$ cat src/rtl/exec_issue_ctrl.sv
// rtl/exec_issue_ctrl.sv - issue/writeback scheduler for exec1 ALU and M1..M5 multiply pipe
module exec_issue_ctrl #(
  parameter int MUL_LAT  = 5,
  parameter int REG_ADDR = 5,
  parameter int CNT_W    = 16
) (
  input  logic                clk,
  input  logic                reset,
  input  logic                dec_valid,
  input  logic                dec_is_mult,
  input  logic                dec_regwrite,
  input  logic [REG_ADDR-1:0] dec_wreg,
  input  logic                dec_use1,
  input  logic                dec_use2,
  input  logic [REG_ADDR-1:0] dec_rs1,
  input  logic [REG_ADDR-1:0] dec_rs2,
  output logic                dec_ready,
  output logic                regwrite_in,
  output logic                regwrite_mult_in,
  output logic                issue_alu,
  output logic                issue_mult,
  output logic                wb_en,
  output logic                wb_sel,
  output logic [REG_ADDR-1:0] wb_reg,
  output logic                wb_conflict,
  output logic [CNT_W-1:0]    stall_cnt
);

  // sb_*[0] is the multiply result being written back this cycle
  logic [MUL_LAT-1:0]  sb_v;
  logic [REG_ADDR-1:0] sb_reg [MUL_LAT];
  logic                ap_v;
  logic [REG_ADDR-1:0] ap_reg;

  logic raw1, raw2, waw, collide, stall;

  always_comb begin
    raw1 = dec_use1 && (dec_rs1 != '0) && ap_v && (ap_reg == dec_rs1);
    raw2 = dec_use2 && (dec_rs2 != '0) && ap_v && (ap_reg == dec_rs2);
    waw  = 1'b0;
    for (int k = 0; k < MUL_LAT; k++) begin
      if (sb_v[k] && dec_use1 && (dec_rs1 != '0) && (sb_reg[k] == dec_rs1)) raw1 = 1'b1;
      if (sb_v[k] && dec_use2 && (dec_rs2 != '0) && (sb_reg[k] == dec_rs2)) raw2 = 1'b1;
      if (sb_v[k] && dec_regwrite && (dec_wreg != '0) && (sb_reg[k] == dec_wreg)) waw = 1'b1;
    end
    // an ALU result now would land on the same cycle as the mult in sb[1]
    collide = !dec_is_mult && dec_regwrite && sb_v[1];
    stall   = dec_valid && (raw1 || raw2 || waw || collide);
  end

  assign dec_ready        = !stall && !reset;
  assign issue_alu        = dec_valid && !stall && !dec_is_mult && !reset;
  assign issue_mult       = dec_valid && !stall && dec_is_mult && !reset;
  assign regwrite_in      = issue_alu && dec_regwrite;
  assign regwrite_mult_in = issue_mult && dec_regwrite;

  always_comb begin
    wb_en  = 1'b0;
    wb_sel = 1'b0;
    wb_reg = '0;
    if (!reset) begin
      if (sb_v[0]) begin
        wb_en  = 1'b1;
        wb_sel = 1'b1;
        wb_reg = sb_reg[0];
      end else if (ap_v) begin
        wb_en  = 1'b1;
        wb_reg = ap_reg;
      end
    end
  end

  always_ff @(posedge clk or posedge reset) begin
    if (reset) begin
      sb_v        <= '0;
      for (int i = 0; i < MUL_LAT; i++) sb_reg[i] <= '0;
      ap_v        <= 1'b0;
      ap_reg      <= '0;
      wb_conflict <= 1'b0;
      stall_cnt   <= '0;
    end else begin
      for (int i = 0; i < MUL_LAT - 1; i++) begin
        sb_v[i]   <= sb_v[i+1];
        sb_reg[i] <= sb_reg[i+1];
      end
      sb_v[MUL_LAT-1]   <= regwrite_mult_in && (dec_wreg != '0);
      sb_reg[MUL_LAT-1] <= dec_wreg;
      ap_v              <= regwrite_in && (dec_wreg != '0);
      ap_reg            <= dec_wreg;
      if (sb_v[0] && ap_v) wb_conflict <= 1'b1;
      if (stall && (stall_cnt != '1)) stall_cnt <= stall_cnt + {{(CNT_W-1){1'b0}}, 1'b1};
    end
  end

endmodule

$ cat config.mk
export PLATFORM = sky130hd
export DESIGN_NAME = exec_issue_ctrl
export DESIGN_NICKNAME = d
export VERILOG_FILES = /design/src/rtl/exec_issue_ctrl.sv
export SDC_FILE = /design/constraint.sdc
export NUM_CORES = 1
export LEC_CHECK = 0
export ABC_CLOCK_PERIOD_IN_PS = 3900
export CORE_ASPECT_RATIO = 0.7
export CORE_MARGIN = 2
export CORE_UTILIZATION = 53
export DETAILED_ROUTE_END_ITERATION = 6
export GPL_TIMING_DRIVEN = 0
export PLACE_DENSITY = 0.83
export SLEW_MARGIN = 20
export SYNTH_ARGS = -nofsm -noshare
export SYNTH_HDL_FRONTEND = slang
export SYNTH_SLANG_ARGS = --single-unit
$ cat constraint.sdc
create_clock -name clk -period 3.9 [get_ports clk]
set_input_delay 0.975 -clock clk [delete_from_list [all_inputs] [get_ports clk]]
set_output_delay 0.975 -clock clk [all_outputs]
set_load 0.02 [all_outputs]
Word level (Yosys, flattened, before mapping)

Index checks and enable logic that the tools add are counted.

Divide/modulo/power cells: 0
Equal/unequal tests: 16
Magnitude comparators: 0
Shift operators: 0
Muxes and demuxes: 23
Bitwise operators: 0
$mul: 0
$add $sub $neg: 1
Reduce and logical (&&, ||, !) cells: 75

Operators with widths:

| kind                                           | count |
|---|---|
| == test 5 bit                                  | 15 |
| logical AND 1 bit                              | 66 |
| 2-to-1 mux 1 bit                               | 20 |
| adder 16 x 1 -> 16 bit (second input constant) | 1 |
| != test 16 bit (second input constant)         | 1 |
| 2-to-1 mux 5 bit                               | 3 |
| nonzero test 5 bit                             | 3 |
| zero test 1 bit                                | 3 |
| logical OR 1 bit                               | 3 |

ROM bits: 0
Bits in latches: 0
Bits in writable memories: 0
Word-level logic and storage cells: 124
Output and inout port bits: 29
Memories kept: 0
Register bits: 48

Logic depth before layout (Yosys ltp)

Depth in word-level cells: 19
Gate-level depth with buffers: 10
Depth with buffers taken out: 8

Worst setup path after synthesis

OpenSTA, ideal clock, no wires.

Kind: in2out
Start point: input port reset
End point: output port regwrite_in
Data required time: 2.925 ns
Arrival time: 2.866 ns
Slack: 0.059 ns
Stages on the path: 4
Path buffers: 1
Cell sequence: clkbuf_1 -> inv_1 -> nand4_1 -> nor2_1

Longest elaborated chain between the ends: 3

RTL lines:

| what                             | RTL line | RTL |
|---|---|---|
| start: declaration               | 8        | `input logic reset,` |
| zero test 1 bit (no source line) | -        |  |
| logical AND 1 bit                | 52       | `assign issue_alu = dec_valid && !stall && !dec_is_mult && !reset;` |
| logical AND 1 bit                | 54       | `assign regwrite_in = issue_alu && dec_regwrite;` |
| end: declaration                 | 18       | `output logic regwrite_in,` |

No other way between the ends.

Worst setup path after layout

Start point: input port dec_rs1[2]
End point: output port regwrite_mult_in

Longest elaborated chain between the ends: 18

RTL lines:

| what                               | RTL line | RTL |
|---|---|---|
| start: declaration                 | 15       | `input logic [REG_ADDR-1:0] dec_rs1,` |
| nonzero test 5 bit                 | 38, 42   |  |
| logical AND 1 bit (3 in a row)     | 38       | `raw1 = dec_use1 && (dec_rs1 != '0) && ap_v && (ap_reg == dec_rs1);` |
| 2-to-1 mux 1 bit (4 in a row)      | 42       | `if (sb_v[k] && dec_use1 && (dec_rs1 != '0) && (sb_reg[k] == dec_rs1)) raw1 = 1'b1;` |
| 2-to-1 mux 1 bit (*)               | 42       |  |
| logical OR 1 bit (*) (3 in a row)  | 48       | `stall = dec_valid && (raw1 \|\| raw2 \|\| waw \|\| collide);` |
| logical AND 1 bit (*)              | 48       |  |
| zero test 1 bit (*)                | 53       | `assign issue_mult = dec_valid && !stall && dec_is_mult && !reset;` |
| logical AND 1 bit (*) (3 in a row) | 53       |  |
| logical AND 1 bit (*)              | 55       | `assign regwrite_mult_in = issue_mult && dec_regwrite;` |
| end: declaration                   | 19       | `output logic regwrite_mult_in,` |

Mark *: on every way between the ends. The rest lies on a longest branch, timed or not.

==> impl_metrics.toml <==
[clock_network]
clock_tree_from_tritoncts = "built"
cts_inserted_buffers = 5
cts.sink_count = 48
cts-htree-levels = 2
clock_insertion_delay_worst_skew_ps = 300
clk_root_buffer_cell = "clkbuf_8"
clk_path_buf_depth = 2
cts_hold_buffers = 0
clk_transition_reported_paths_ps = 90

[floorplanning]
placeableCoreArea_um2 = 5260
die_height_um = 66
die_width_um = 92.6
boundaryPins = 51
floorplan.rows = 22
initial_utilization_pct = 55.4
floorplan.die_area_um2 = 6110

[drt]
routedWlPerCell_um = 17.4
detail_route.wirelength_um = 7050
detailedRoute.firstPassIterationCount = 4
antenna_violating_nets_post_route = 0
dr_total_vias = 2279
drt_first_iter_violations = 184
detail_routed_via_count_per_cell = 5.61
drt_drc_violations_left = 0

[setup_path]
crit_buf_inv = 2
crit_chain = "buf_12 > or4_4 > o21a_4 > a21oi_4 > nand2_1 > a221oi_2 > nand4_1 > nor2_1 > buf_2"
worst_path_dominant_cell_family = "simple AND/OR/NAND/NOR gates"
cp_data_required_time_ps = 2920
reg2reg_setup_slack_ps = 1280
reg2regPathDepth = 10
worstSetupEndpointType = "primary output"
timing.critical_path.depth = 9
timing_worst_setup_path_type = "in2out"
rr_endpoint = "stall_cnt[12]"
cp_max_fo = 4
r2r_start = "sb_reg[16]"
crit_slowest_cell = "or4_4"
critical_path.startpoint_type = "input port"
slowest_delay_ps = 530
critical_path_arrival_ps = 2850

[layout]
final_common_cell = "xor2_1"
num-fill-cells = 395
n_antenna_cell = 0
syn_to_final_growth_pct = 24.4
drive_gt1_share_pct = 17.4
num-nets-final = 357
largest_register_ffs = 20
final_cell_mix = "xor2_1, dfrtp_1, xnor2_1, clkdlybuf4s50_1, nor2_1"

[global_routing]
maximum_number_of_pins_on_one_net_before_global_route_repair = 29
first_global_vias = 2185
grt_overflow = 0
globalRouteTotalUtil_pct = 24.2
antenna_found_initial = 0
grt_first_pass_wirelength_um = 11200

[run]
cap_violations = 0

[run_status]
status = "finished, final reports clean"

[synthesis]
synth_top_cells_by_area = "dfrtp_1, xor2_1, xnor2_1, nand4_1, nor4_1"
synthDominantAreaCellType = "dfrtp_1"
synth_top_flop_cell = "dfrtp_1"
syn_area_um2 = 2910
yosysUniqueCellTypes = 38
synth-seq-cells = 48
synth_enable_flop_cells = 0
syn_nets = 304
synth_seq_area_share_pct = 41.3
yosysWarnings = 0
postSynth.asyncResetShare_pct = 100
synth_top_cell_area_share_pct = 41.3
synthCells = 281
mean_area_per_synthesized_cell_um2 = 10.4

[timing]
worst-slew-pin-transition_ps = 556
layout_worst_path_cycle_share_pct = 98.0
report.final.slew_viol_count = 0
final-hold-violation-count = 0
final_period_demand_of_the_worst_path_ps = 3820
finalClockSkew_ps = 3.48
report.final.setup_viol = 0
accumulated_negative_setup_slack_ps = 0
final_worst_slack_ps = 79.2
timing.fmax_ghz = 0.262
worst_slew_margin_pct = 62.6

[worst_hold_path]
min_path_type = "reg2reg"
min_from = "sb_v[2]"
worst_hold_path.endpoint = "sb_v[1]"
whs_path_depth = 0

[placed_design]
hpwl_um = 5390
gp_congestion = 0.921
count_of_input_and_output_buffers = 39
pre_cts_slack_ps = -606

[power]
ir_worst_vdd_mv = 0.223
total_leakage_power_nw = 1.55
cellPowerDensity_nw_per_um2 = 303
layer usage:
layer	vias up	global-route usage (%)	wire length, µm
li1	1058	-	-
met1	1119	35.1	3390
met2	96	36.4	3120
met3	6	5.93	474
met4	0	6.16	66
met5	-	0	0
cell type report:
type                            instances  area [µm²]  area share [%]
Timing Repair Buffer                   46         430            11.9
Tap cell                               72        90.1            2.49
Buffer                                 19         166            4.60
Sequential cell                        48        1200            33.2
Inverter                                7        26.3           0.726
Multi-Input combinational cell        207        1620            44.6
Clock buffer                            6        82.6            2.28
Clock inverter                          1        8.76           0.242
worst reg2reg max path, stage by stage, from the launching register on:
cell,delay (ps)
dfrtp_1,460
xor2_1,200
nor4_1,390
nand3_1,120
and3_2,250
nand3_1,90
a221oi_2,80
buf_4,140
buf_4,120
nor4b_1,290
mux2_2,380
worst max path at each step:
stage,endpoint,start
after CTS,regwrite_in,dec_rs1[1]
after global placement,regwrite_mult_in,reset
final,regwrite_mult_in,dec_rs1[2]
after detailed placement,regwrite_in,dec_wreg[4]
after floorplan,regwrite_in,reset
after global routing,regwrite_in,dec_wreg[2]
power breakdown:
group,switching [mW],internal (mW),leakage [nW]
sequential,0.0438,0.525,0.603
combinational,0.114,0.110,0.904
clock,0.165,0.142,0.0473
total,0.322,0.776,1.55
cell usage after synthesis, types with 3 or more instances:
master / instances
buf_6: 6
buf_2: 8
nand2_1: 15
dfrtp_1: 48
nor4b_1: 3
nor4_2: 4
xor2_1: 55
xnor2_1: 34
and3_1: 5
clkbuf_1: 4
inv_1: 7
nor3_1: 7
nor4_1: 11
a22oi_1: 4
nor2_1: 17
nand4_1: 13
nand3_1: 12
or3_1: 3
stage by stage:
stage          cell area, µm²  hold slack, ps  utilization, %  cells  total power, mW
5_1_grt                  3620             459            68.9    406             1.15
3_5_place_dp             3410             404            64.9    393            0.790
6_report                 3620             421            68.9    406             1.10
3_3_place_gp             3390             405            64.5    392            0.780
4_1_cts                  3500             431            66.6    403             1.10
2_1_floorplan            2910             374               -    281            0.707
what timing repair did:
| item | CTS | global route |
|---|---|---|
| gates resized for setup | 25 | 25 |
| endpoints found under the setup margin | 5 | 4 |
| pin swaps | 7 | 7 |
| setup buffers | 3 | 3 |
kinds of logic (layout without fill, tap and decap cells):
| kind of cell | after synthesis | in the layout | share of synthesized area [%] |
|---|---|---|---|
| adders and majority gates | 1 | 1 | 0.430 |
| DFF | 48 | 48 | 41.3 |
| xor gates and xnor gates | 89 | 89 | 26.8 |
| and+or+nand+nor | 99 | 99 | 19.8 |
| buffers and inverters | 26 | 79 | 5.59 |
| muxes | 2 | 2 | 0.774 |
| AOI/OAI and AO/OA | 16 | 16 | 5.33 |
No activity file was read; power rests on OpenSTA's default activity.
